`config.mk`:
```
export PLATFORM = sky130hd
export DESIGN_NAME = csi_tx_packetizer
export DESIGN_NICKNAME = d
export VERILOG_FILES = /design/src/rtl/csi_tx_packetizer.sv
export SDC_FILE = /design/constraint.sdc
export NUM_CORES = 1
export LEC_CHECK = 0
export CORE_MARGIN = 10
export CORE_UTILIZATION = 41
export DETAILED_ROUTE_END_ITERATION = 8
export GPL_TIMING_DRIVEN = 0
export PLACE_DENSITY = 0.67
export SETUP_SLACK_MARGIN = 0.5
export SLEW_MARGIN = 20
export SYNTH_ARGS = -nofsm -noshare
export SYNTH_HDL_FRONTEND = slang
export SYNTH_SLANG_ARGS = --single-unit
```
`constraint.sdc`:
```
create_clock -name CLK -period 2.35 [get_ports CLK]
set_input_delay 0.235 -clock CLK [delete_from_list [all_inputs] [get_ports CLK]]
set_output_delay 0.235 -clock CLK [all_outputs]
set_load 0.05 [all_outputs]
```
`src/rtl/csi_tx_packetizer.sv`:
```
// rtl/csi_tx_packetizer.sv - two-lane CSI-2 transmit packetizer (sync, header+ECC, payload, CRC-16)
module csi_tx_packetizer #(
  parameter int GAP_CYCLES = 8
) (
  input  logic        CLK,
  input  logic        RST,
  input  logic        FS_REQ,
  input  logic        FE_REQ,
  input  logic [15:0] FRAME_NUM,
  input  logic        LINE_REQ,
  input  logic [1:0]  VC,
  input  logic [5:0]  DT,
  input  logic [15:0] WC,
  output logic        REQ_READY,
  input  logic        PIX_VALID,
  input  logic [15:0] PIX_DATA,
  output logic        PIX_READY,
  output logic [7:0]  DOUT0,
  output logic [7:0]  DOUT1,
  output logic        DVALID,
  output logic        BUSY,
  output logic        UNDERRUN
);

  typedef enum logic [2:0] {
    S_IDLE, S_SYNC, S_HDR0, S_HDR1, S_PAYLOAD, S_CRC, S_GAP
  } state_t;

  localparam logic [7:0] GAP_LAST = 8'(GAP_CYCLES - 1);

  state_t      state, state_d;
  logic [7:0]  di_q;
  logic [15:0] wc_q;
  logic        long_q;
  logic [14:0] words_left;
  logic [7:0]  gap_cnt;
  logic [15:0] crc_q;
  logic [5:0]  ecc;
  logic [23:0] d;
  logic [15:0] word_in;
  logic        accept;
  logic [7:0]  lane0_d, lane1_d;
  logic        dvalid_d;

  function automatic logic [15:0] crc16_byte(input logic [15:0] c, input logic [7:0] b);
    logic [15:0] r;
    r = c;
    for (int i = 0; i < 8; i++) begin
      if (r[0] ^ b[i]) r = (r >> 1) ^ 16'h8408;
      else             r = r >> 1;
    end
    return r;
  endfunction

  assign REQ_READY = (state == S_IDLE);
  assign PIX_READY = (state == S_PAYLOAD);
  assign BUSY      = (state != S_IDLE);
  assign accept    = REQ_READY && (FS_REQ || LINE_REQ || FE_REQ);
  // A starved payload cycle still goes out on the wire, as zeros.
  assign word_in   = PIX_VALID ? PIX_DATA : 16'h0000;

  assign d = {wc_q, di_q};
  assign ecc[0] = d[0]^d[1]^d[2]^d[4]^d[5]^d[7]^d[10]^d[11]^d[13]^d[16]^d[20]^d[21]^d[22]^d[23];
  assign ecc[1] = d[0]^d[1]^d[3]^d[4]^d[6]^d[8]^d[10]^d[12]^d[14]^d[17]^d[20]^d[21]^d[22]^d[23];
  assign ecc[2] = d[0]^d[2]^d[3]^d[5]^d[6]^d[9]^d[11]^d[12]^d[15]^d[18]^d[20]^d[21]^d[22];
  assign ecc[3] = d[1]^d[2]^d[3]^d[7]^d[8]^d[9]^d[13]^d[14]^d[15]^d[19]^d[20]^d[21]^d[23];
  assign ecc[4] = d[4]^d[5]^d[6]^d[7]^d[8]^d[9]^d[16]^d[17]^d[18]^d[19]^d[20]^d[22]^d[23];
  assign ecc[5] = d[10]^d[11]^d[12]^d[13]^d[14]^d[15]^d[16]^d[17]^d[18]^d[19]^d[21]^d[22]^d[23];

  always_ff @(posedge CLK) begin
    if (RST) state <= S_IDLE;
    else     state <= state_d;
  end

  always_comb begin
    state_d  = state;
    lane0_d  = 8'h00;
    lane1_d  = 8'h00;
    dvalid_d = 1'b0;
    case (state)
      S_IDLE: if (accept) state_d = S_SYNC;
      S_SYNC: begin
        state_d  = S_HDR0;
        lane0_d  = 8'hB8;
        lane1_d  = 8'hB8;
        dvalid_d = 1'b1;
      end
      S_HDR0: begin
        state_d  = S_HDR1;
        lane0_d  = di_q;
        lane1_d  = wc_q[7:0];
        dvalid_d = 1'b1;
      end
      S_HDR1: begin
        if (!long_q)                 state_d = S_GAP;
        else if (wc_q[15:1] == 15'd0) state_d = S_CRC;
        else                         state_d = S_PAYLOAD;
        lane0_d  = wc_q[15:8];
        lane1_d  = {2'b00, ecc};
        dvalid_d = 1'b1;
      end
      S_PAYLOAD: begin
        if (words_left == 15'd1) state_d = S_CRC;
        lane0_d  = word_in[7:0];
        lane1_d  = word_in[15:8];
        dvalid_d = 1'b1;
      end
      S_CRC: begin
        state_d  = S_GAP;
        lane0_d  = crc_q[7:0];
        lane1_d  = crc_q[15:8];
        dvalid_d = 1'b1;
      end
      S_GAP: if (gap_cnt == GAP_LAST) state_d = S_IDLE;
      default: state_d = S_IDLE;
    endcase
  end

  always_ff @(posedge CLK) begin
    if (RST) begin
      di_q   <= 8'h00;
      wc_q   <= 16'h0000;
      long_q <= 1'b0;
    end else if (accept) begin
      if (FS_REQ) begin
        di_q   <= {VC, 6'h00};
        wc_q   <= FRAME_NUM;
        long_q <= 1'b0;
      end else if (LINE_REQ) begin
        di_q   <= {VC, DT};
        wc_q   <= WC & 16'hFFFE;
        long_q <= 1'b1;
      end else begin
        di_q   <= {VC, 6'h01};
        wc_q   <= FRAME_NUM;
        long_q <= 1'b0;
      end
    end
  end

  always_ff @(posedge CLK) begin
    if (RST) begin
      words_left <= 15'd0;
      gap_cnt    <= 8'd0;
      crc_q      <= 16'hFFFF;
      UNDERRUN   <= 1'b0;
    end else begin
      gap_cnt <= (state == S_GAP) ? gap_cnt + 8'd1 : 8'd0;
      if (state == S_HDR1) begin
        words_left <= wc_q[15:1];
        crc_q      <= 16'hFFFF;
      end else if (state == S_PAYLOAD) begin
        words_left <= words_left - 15'd1;
        crc_q      <= crc16_byte(crc16_byte(crc_q, word_in[7:0]), word_in[15:8]);
        if (!PIX_VALID) UNDERRUN <= 1'b1;
      end
    end
  end

  always_ff @(posedge CLK) begin
    if (RST) begin
      DOUT0  <= 8'h00;
      DOUT1  <= 8'h00;
      DVALID <= 1'b0;
    end else begin
      DOUT0  <= lane0_d;
      DOUT1  <= lane1_d;
      DVALID <= dvalid_d;
    end
  end

endmodule

```
==> flow_metrics.py, run 1 <==
metrics = {
    "sta": {
        "rsz0062_at_grt": "yes",
        "fin_setup_tns_ns": 0,
        "fmax_ghz": 0.5091,
        "hold_viol_final": 0,
        "layout_min_cycle_time_ns": 1.964,
        "final_max_slew_viol_count": 0,
        "holdWs_ns": 0.2446,
        "maxSlewHeadroom": 0.6075,
        "tightest_slew_ns": 0.5887,
        "setup_violations": 0,
        "post-route-period-util": 0.8358,
        "clock_skew_ns": 0.01294,
    },
    "worst_setup_path": {
        "cpLargestDelayFamily": "simple AND/OR/NAND/NOR gates",
        "cp.arrival_ns": 2.24,
        "r2r-start": "crc_q[0]",
        "cp-start-kind": "register",
        "path_cells": "buf_8 -> xnor3_1 -> and3_4 -> o21a_1 -> or3_1 -> mux2i_2 -> mux2i_1",
        "cp_slowest_stage_delay_ns": 0.40,
        "r2r_slack_ns": 0.39,
        "required_ns": 2.62,
        "path_max_fanout": 2,
        "endpoint_kind": "register",
        "slowest_stage": "xnor3_1",
        "path_class": "reg2reg",
        "path_buf_inv": 1,
        "worstSetupStartpoint": "crc_q[0]",
    },
    "die": {
        "initial_core_util": 0.4210,
        "core-area_mm2": 0.01211,
        "die_h_um": 131.5,
        "io_pins": 83,
        "fp.dieW_um": 131.5,
        "rows": 40,
        "dieArea_mm2": 0.01730,
    },
    "worst_hold_path": {
        "min_from": "PIX_DATA[5]",
        "hold_path.class": "in2reg",
    },
    "synth": {
        "synthFlopType": "dfxtp_1",
        "synth_area_leader_cell": "dfxtp_1",
        "ys_seq_area_frac": 0.3337,
        "synthCells": 621,
        "yosys_register_bits": 85,
        "yosys_warnings": 0,
        "syn_nets": 686,
        "synth_area_per_cell_um2": 8.210,
        "synthTopCellsByArea": "dfxtp_1 33%, xnor2_1 10%, xnor3_1 5.7%",
        "syn_area_mm2": 0.005099,
        "yosysUniqueCellTypes": 46,
        "synth_top_area_share": 0.3337,
        "synth_edf_count": 0,
        "async_reset_ff_frac": 0,
    },
    "placement": {
        "hpwl_um": 12350,
        "io_buffer_count": 81,
        "dp_cells": 870,
        "place.gp.congestion": 0.9602,
    },
    "clock_tree": {
        "tritoncts": "done",
        "htree_levels": 3,
        "numCtsBuffers": 9,
        "cts-hold-fix-buffers": 0,
        "cts_buffer_depth": 2,
        "cts_root_buf": "clkbuf_16",
        "clkSinkCount": 85,
        "clk_pin_slew_worst_paths_ns": 0.06,
        "clk_latency_ns": 0.35,
    },
    "power": {
        "irDropWorstVdd_mv": 0.3342,
        "p_comb_frac": 0.438,
        "seqPwrFrac": 0.311,
        "powerDensity_mw_per_mm2": 776.1,
        "p_int_mw": 3.529,
        "power.leakage_nw": 2.765,
        "p_switching_mw": 1.920,
        "p_sw_frac": 0.3524,
        "clockPowerShare": 0.252,
    },
    "global_route": {
        "antenna_found_initial": 0,
        "track_usage": 0.1875,
        "grt_overflow": 0,
        "grt_pass1_vias": 4985,
        "grt_max_degree": 16,
        "grt_pass1_wl_um": 26600,
    },
    "finish": {
        "layout_commonest_cell": "nand2_1",
        "final_cell_count_no_fill": 913,
        "layout_common_cells": "75 x nand2_1, 70 x nor2_1, 69 x dfxtp_1, 68 x clkdlybuf4s50_1, 48 x xnor2_1",
        "num_antenna_cells": 0,
        "drive_gt1_frac": 0.1973,
        "num-nets-final": 805,
        "fillers": 1112,
        "syn_to_final_growth_pct": 37.72,
        "fin_util": 0.5798,
    },
    "detailed_routing": {
        "via_count": 4975,
        "drc": 0,
        "ant_nets": 0,
        "routedWlPerCell_um": 18.73,
        "drt-vias-per-instance": 5.449,
        "drt_iter0_drc": 428,
        "drtPass1Iterations": 5,
        "wl_um": 17100,
    },
    "run": {
        "drv_cap": 0,
    },
    "run_status": {
        "outcome": "complete, no violations",
    },
}
[worst register-to-register path, cell delays in order, from the launching register on]
cell	delay, ns
dfxtp_2	0.33
buf_8	0.09
xnor3_1	0.40
and3_4	0.20
o21a_1	0.17
or3_1	0.33
mux2i_2	0.19
mux2i_1	0.19
[synth_stat cells (all sizes together), types with 2 or more instances]
library cell and instances:
a21oi 48, nor3 10, mux2i 4, or4 2, or3 11, clkbuf 45
and2 6, nand3b 2, a222oi 2, o22ai 2, nand3 19, xor2 27
a32oi 4, nand4b 2, nor2b 9, and3 4, dfxtp 85, nand2 77
nor2 73, a31oi 6, xnor2 61, a22oi 15, nand2b 7, inv 12
a221oi 3, a22o 4, xnor3 14, xor3 4, buf 4, o211ai 11
o21ai 17, a311oi 16, ha 3, nor4 3
[path summary, 6_finish.rpt]
path | end | depth (start not counted)
worst max register to register | crc_q[3] | 7
worst min register to register | gap_cnt[0] | 1
worst max-delay path | crc_q[3] | 7
worst min-delay path | DOUT0[5] | 3
[sequential cells by signal, summed over array words and instances (netlist names)]
register / count
DOUT0: 8
DOUT1: 8
DVALID: 1
UNDERRUN: 1
crc_q: 16
di_q: 8
gap_cnt: 8
long_q: 1
state: 3
wc_q: 16
words_left: 15
[cell families after synthesis]
family | Yosys count | share of synthesized area
AND/OR/NAND/NOR | 226 | 0.1985
AO/OA/AOI/OAI | 135 | 0.1737
XOR/XNOR | 106 | 0.2319
flip-flops | 85 | 0.3337
buffers and inverters | 62 | 0.04613
multiplexers | 4 | 0.008589
adder cells (fa/ha/maj) | 3 | 0.007363
[repair_timing]
item                                    CTS  global route
endpoints found under the setup margin   50            58
cloned                                    0             1
setup buffers                            16            10
pin swaps                                20            20
gates resized for setup                  96            64
[per-layer routing]
metal / part of all wire / global-route usage
met1: 0.43 / 0.2351
met4: 0.026 / 0.06860
met2: 0.49 / 0.3171
met3: 0.055 / 0.02896
met5: 0 / 0
[through the flow]
step                area (µm²)  total power, mW  worst slack [ns]
CTS                       6798            5.302            0.4042
floorplan                 5199            3.266            0.4568
global route              7022            5.731            0.2825
finish                    7022            5.450            0.3859
global placement          6220            3.769           -0.3808
detailed placement        6220            3.798           -0.3598
[power by group through the flow]
stage                     sequential [mW]  combinational, mW  clock [mW]
final                                1.69               2.39        1.37
after global routing                 1.70               2.57        1.46
after CTS                            1.68               2.22        1.39
after detailed placement             1.71               2.09           0
after global placement               1.70               2.07           0
after floorplan                      1.73               1.53           0
[area by class of cell]
| type | instances | area (µm²) | share of cell area |
|---|---|---|---|
| clock inverter | 6 | 46.29 | 0.006593 |
| tap | 168 | 210.2 | 0.02994 |
| buffer | 49 | 307.8 | 0.04383 |
| inverter | 13 | 55.05 | 0.007840 |
| multi-input combinational | 474 | 3427 | 0.4881 |
| timing repair buffer | 108 | 999.7 | 0.1424 |
| clock buffer | 10 | 239.0 | 0.03403 |
| sequential | 85 | 1737 | 0.2473 |
Note: power is estimated with default switching activity, not from simulation.
==> run 2: changes to the inputs <==
==> constraint.sdc (replaced) <==
create_clock -name CLK -period 2.05 [get_ports CLK]
set_input_delay 0.205 -clock CLK [delete_from_list [all_inputs] [get_ports CLK]]
set_output_delay 0.205 -clock CLK [all_outputs]
set_load 0.05 [all_outputs]
==> run 2 against run 1 <==
  * Sequential share of layout area fell by 4.2 points
  * Worst hold slack got worse by 0.042 ns
  * Routed wire length rose by 15%
  * Clock power rose by 32%
  * Combinational power rose by 56%
  * Sequential power rose by 16%
  * Count of clock-buffer cells in the layout rose by 2
  * Critical path type unchanged
==> flow_metrics.py, run 2 (same netlist as run 1, synthesis figures left out) <==
metrics = {
    "worst_setup_path": {
        "cp.depth": 7,
        "path_class": "reg2reg",
        "path_cells": "xor2_2 -> inv_2 -> buf_6 -> xnor3_1 -> xor3_1 -> or3_1 -> nand3_1",
        "path_buf_inv": 2,
        "required_ns": 2.34,
        "endpoint_kind": "register",
        "cpLargestDelayFamily": "XOR/XNOR gates",
        "r2r_cells": 7,
        "cp-start-kind": "register",
        "cp.arrival_ns": 2.16,
        "slowest_stage": "or3_1",
        "cp_slowest_stage_delay_ns": 0.40,
        "path_max_fanout": 3,
    },
    "sta": {
        "maxSlewHeadroom": 0.6113,
        "rsz0062_at_grt": "yes",
        "hold_viol_final": 0,
        "fin_setup_tns_ns": 0,
        "setup_violations": 0,
        "tightest_slew_ns": 0.5830,
        "layout_min_cycle_time_ns": 1.872,
        "final_max_slew_viol_count": 0,
        "post-route-period-util": 0.9131,
        "fmax_ghz": 0.5343,
        "clock_skew_ns": 0.005906,
        "holdWs_ns": 0.2027,
    },
    "finish": {
        "layout_commonest_cell": "buf_4",
        "layout_common_cells": "72 x buf_4, 64 x nand2_1, 57 x nor2_1, 56 x dfxtp_1, 47 x clkdlybuf4s50_1",
        "num-nets-final": 876,
        "drive_gt1_frac": 0.3963,
        "final_cell_count_no_fill": 983,
        "fillers": 839,
        "num_antenna_cells": 0,
        "top_regs": "crc_q x16, wc_q x16, words_left x15",
        "syn_to_final_growth_pct": 69.01,
    },
    "detailed_routing": {
        "routedWlPerCell_um": 19.94,
        "routed.top_layer": "met4",
        "via_count": 5533,
        "drt-vias-per-instance": 5.629,
        "drt_iter0_drc": 501,
        "ant_nets": 0,
        "met2_length_um": 9749,
        "drtPass1Iterations": 5,
        "drt-met1-wl_um": 7791,
        "drc": 0,
        "wl_um": 19600,
        "route.met3.wl_um": 1286,
    },
    "run_status": {
        "outcome": "complete, no violations",
    },
    "power": {
        "p_int_mw": 4.924,
        "p_sw_frac": 0.3430,
        "irDropWorstVdd_mv": 0.3901,
        "powerDensity_mw_per_mm2": 869.7,
        "p_switching_mw": 2.570,
        "clockPowerShare": 0.241,
        "seqPwrFrac": 0.261,
        "p_comb_frac": 0.497,
        "power.leakage_nw": 3.571,
    },
    "global_route": {
        "grt_pass1_wl_um": 28430,
        "grt_overflow": 0,
        "grt_max_degree": 14,
        "track_usage": 0.2031,
        "antenna_found_initial": 0,
        "grt_pass1_vias": 5290,
    },
    "clock_tree": {
        "cts_root_buf": "clkbuf_16",
        "clk_pin_slew_worst_paths_ns": 0.06,
        "tritoncts": "done",
        "clkSinkCount": 85,
        "clk_latency_ns": 0.35,
        "cts_buffer_depth": 2,
        "numCtsBuffers": 9,
        "cts-hold-fix-buffers": 0,
        "htree_levels": 3,
    },
    "die": {
        "die_h_um": 131.5,
        "rows": 40,
        "initial_core_util": 0.4210,
        "dieArea_mm2": 0.01730,
        "fp.dieW_um": 131.5,
        "core-area_mm2": 0.01211,
        "io_pins": 83,
    },
    "placement": {
        "dp_cells": 870,
        "place.gp.congestion": 0.9019,
        "hpwl_um": 12330,
        "io_buffer_count": 81,
    },
    "run": {
        "drv_cap": 0,
    },
    "worst_hold_path": {
        "hold_path.class": "in2reg",
        "holdPathStages": 3,
    },
}
[run 2: cell types whose count changed in the layout (fill, tap and decap cells not counted), sizes merged]
cell	previous run	this run
inv	14	11
clkdlybuf4s50	68	47
nand2	77	78
buf	40	123
clkbuf	55	45
dlygate4sd2	3	20
clkinv	3	2
dlymetal6s2s	0	3
clkinvlp	2	1
bufinv	0	2
[run 2: tightest hold or removal path, cell delays in order]
cell      delay [ns]
clkbuf_2        0.10
a22oi_1         0.08
a21oi_2         0.13
[run 2: power groups by stage]
| stage | Combinational [mW] | Sequential (mW) | Clock, mW |
|---|---|---|---|
| 2_1_floorplan | 1.84 | 2.00 | 0 |
| 3_3_place_gp | 2.45 | 1.96 | 0 |
| 3_5_place_dp | 2.47 | 1.97 | 0 |
| 4_1_cts | 3.04 | 1.93 | 1.81 |
| 5_1_grt | 3.91 | 1.97 | 1.89 |
| 6_report | 3.73 | 1.96 | 1.81 |
[run 2: metal layers]
metal	global-route usage	vias up
met2	0.3347	275
li1	-	2546
met5	0	-
met1	0.2494	2650
met3	0.03620	62
met4	0.1007	0
[run 2: path summary, 6_finish.rpt]
check	start	end	slack [ns]
worst max-delay path	crc_q[5]	crc_q[0]	0.18
worst min-delay path	PIX_DATA[5]	DOUT0[5]	0.20
worst max register to register	crc_q[5]	crc_q[0]	0.18
worst min register to register	gap_cnt[0]	gap_cnt[0]	0.45
[run 2: layout make-up]
class                   count  area [µm²]  share of cell area
repair buffers            178        1684              0.1954
well taps                 168       210.2             0.02439
plain buffers              49       536.8             0.06229
clock buffers              12       256.5             0.02977
multi-input cells         475        4030              0.4677
clock inverters             3       68.82            0.007986
flip-flops and latches     85        1765              0.2049
inverters                  13       65.06            0.007550
[run 2: what timing repair did]
item                       4_1_cts  5_1_grt
buffers inserted                48       43
resized for setup              189      188
gates cloned                     5        2
setup endpoints to repair      105       83
pin swaps                       49       67
[run 2: stage by stage]
stage                 util  power (mW)  instance area [µm²]  worst slack [ns]
floorplan                -       3.832                 5393            0.1656
global placement    0.5295       4.409                 6414           -0.5149
detailed placement  0.5295       4.441                 6414           -0.5046
CTS                 0.6339       6.784                 7677            0.1983
global route        0.7115       7.773                 8617           0.07589
finish              0.7115       7.494                 8617            0.1782
==> run 3: changes to the inputs <==
--- a/config.mk
+++ b/config.mk
@@ -5,6 +5,7 @@
 export SDC_FILE = /design/constraint.sdc
 export NUM_CORES = 1
 export LEC_CHECK = 0
+export CORE_ASPECT_RATIO = 0.8
 export CORE_MARGIN = 10
 export CORE_UTILIZATION = 41
 export DETAILED_ROUTE_END_ITERATION = 8
==> run 3 against run 2 <==
  * Utilization is 1.8 points higher
  * Design area is 2.9% higher
  * Highest routed layer unchanged
  * Non-clock buffer count is 3 higher
  * Clock skew is 0.0079 ns higher
  * Die area is 0.16% higher
==> flow_metrics.py, run 3 (same netlist as run 1, synthesis figures left out) <==
metrics = {
    "run_status": {
        "outcome": "complete, no violations",
    },
    "worst_setup_path": {
        "cp-start-kind": "register",
        "path_buf_inv": 1,
        "cp.arrival_ns": 2.24,
        "slowest_stage": "xnor3_1",
        "crit_path_frequent_cell": "mux2i_1",
        "cp_slowest_stage_delay_ns": 0.43,
        "path_max_fanout": 4,
        "path_class": "reg2reg",
        "required_ns": 2.32,
        "cpLargestDelayFamily": "simple AND/OR/NAND/NOR gates",
        "path_cells": "buf_8 -> xnor3_1 -> and3_4 -> o21a_1 -> or3_1 -> mux2i_1 -> mux2i_1",
        "r2r_slack_ns": 0.08,
        "endpoint_kind": "register",
    },
    "die": {
        "fp.dieW_um": 144.7,
        "dieArea_mm2": 0.01732,
        "core-area_mm2": 0.01216,
        "initial_core_util": 0.4192,
        "rows": 36,
        "io_pins": 83,
        "die_h_um": 119.7,
    },
    "detailed_routing": {
        "drt_iter0_drc": 563,
        "routedWlPerCell_um": 21.46,
        "drt-vias-per-instance": 5.731,
        "drtPass1Iterations": 5,
        "wl_um": 20800,
        "via_count": 5553,
        "ant_nets": 0,
        "drc": 0,
    },
    "worst_hold_path": {
        "hold_path.class": "in2reg",
    },
    "sta": {
        "fmax_ghz": 0.5078,
        "rsz0062_at_grt": "yes",
        "worst_slack_ns": 0.08056,
        "setup_violations": 0,
        "hold_viol_final": 0,
        "tightest_slew_ns": 0.6111,
        "maxSlewHeadroom": 0.5926,
        "layout_min_cycle_time_ns": 1.969,
        "clock_skew_ns": 0.01379,
        "final_max_slew_viol_count": 0,
        "post-route-period-util": 0.9607,
        "holdWs_ns": 0.3003,
    },
    "placement": {
        "io_buffer_count": 81,
        "dp_cells": 854,
        "hpwl_um": 12790,
        "place.gp.congestion": 0.9090,
        "place_ws_ns": -0.5258,
    },
    "power": {
        "p_switching_mw": 2.805,
        "powerDensity_mw_per_mm2": 873.6,
        "power.leakage_nw": 3.638,
        "irDropWorstVdd_mv": 0.6037,
        "p_comb_frac": 0.539,
        "clockPowerShare": 0.210,
        "p_sw_frac": 0.3621,
        "p_int_mw": 4.942,
        "seqPwrFrac": 0.251,
        "power.total_mw": 7.747,
    },
    "global_route": {
        "grt_pass1_vias": 5128,
        "track_usage": 0.2117,
        "grt_overflow": 0,
        "antenna_found_initial": 0,
        "grt_max_degree": 14,
        "grt_pass1_wl_um": 28700,
    },
    "clock_tree": {
        "cts_buffer_depth": 2,
        "cts_root_buf": "clkbuf_16",
        "htree_levels": 3,
        "numCtsBuffers": 9,
        "clk_latency_ns": 0.35,
        "clk_pin_slew_worst_paths_ns": 0.07,
        "clkSinkCount": 85,
        "cts-hold-fix-buffers": 0,
        "tritoncts": "done",
    },
    "finish": {
        "layout_common_cells": "64 x nand2_1, 61 x dfxtp_1, 58 x buf_4, 51 x nor2_1, 47 x clkdlybuf4s50_1",
        "final_cell_count_no_fill": 969,
        "layout_commonest_cell": "nand2_1",
        "num_antenna_cells": 0,
        "syn_to_final_growth_pct": 73.94,
        "drive_gt1_frac": 0.4137,
        "num-nets-final": 878,
        "top_regs": "crc_q x16, wc_q x16, words_left x15",
    },
    "run": {
        "drv_cap": 0,
    },
}
==> run 3: cell types whose count changed in the layout (fill, tap and decap cells not counted), sizes merged <==
cell           previous run  this run
buf                     123       124
bufinv                    2         1
clkbuf                   45        41
clkdlybuf4s15             1         4
clkinvlp                  1         3
dlygate4sd2              20        21
dlymetal6s2s              3         4
nand2                    78        77
==> run 3: per-layer routing <==
layer | routed length, µm | share of wire | global-route usage | up-vias
met5 | 0 | 0 | 0 | -
met4 | 466 | 0.022 | 0.05738 | 0
met3 | 2104 | 0.10 | 0.05321 | 44
met2 | 9785 | 0.47 | 0.3254 | 332
met1 | 8442 | 0.41 | 0.2881 | 2650
li1 | - | - | - | 2527
==> run 3: path summary, 6_finish.rpt <==
check              start    endpoint  cells after the start
max             crc_q[0]    crc_q[3]                      7
min          PIX_DATA[2]    DOUT0[2]                      3
max reg2reg     crc_q[0]    crc_q[3]                      7
min reg2reg   gap_cnt[0]  gap_cnt[0]                      1
==> run 3: worst min-delay path: stages <==
cell and delay [ns]:
buf_2 0.16, a22oi_2 0.12, a21oi_2 0.13
==> run 3: power by group through the flow <==
stage | combinational (mW) | clock [mW] | sequential, mW
detailed placement | 2.55 | 0 | 1.96
finish | 4.18 | 1.63 | 1.94
global placement | 2.52 | 0 | 1.96
CTS | 3.25 | 1.62 | 1.92
global route | 4.33 | 1.69 | 1.95
floorplan | 1.84 | 0 | 2.00
==> run 3: layout make-up <==
type | instances | area, µm²
multi-input combinational | 474 | 4193
fill | 838 | 3293
timing repair buffer | 181 | 1790
sequential | 85 | 1767
buffer | 49 | 580.6
clock buffer | 11 | 232.7
tap | 152 | 190.2
inverter | 13 | 65.06
clock inverter | 4 | 50.05
==> run 3: what timing repair did <==
action / in CTS / in global routing
pin swaps: 63 / 86
endpoints found under the setup margin: 106 / 87
gates resized for setup: 202 / 217
buffers inserted: 48 / 44
gates cloned: 5 / 3
==> run 3: metrics by stage <==
stage                     utilization  instance area (µm²)  setup TNS [ns]
after floorplan                     -                 5393               0
after global placement         0.5257                 6394          -5.485
after detailed placement       0.5257                 6394          -5.429
after CTS                      0.6310                 7674               0
after global routing           0.7292                 8869       -0.002667
final                          0.7292                 8869               0
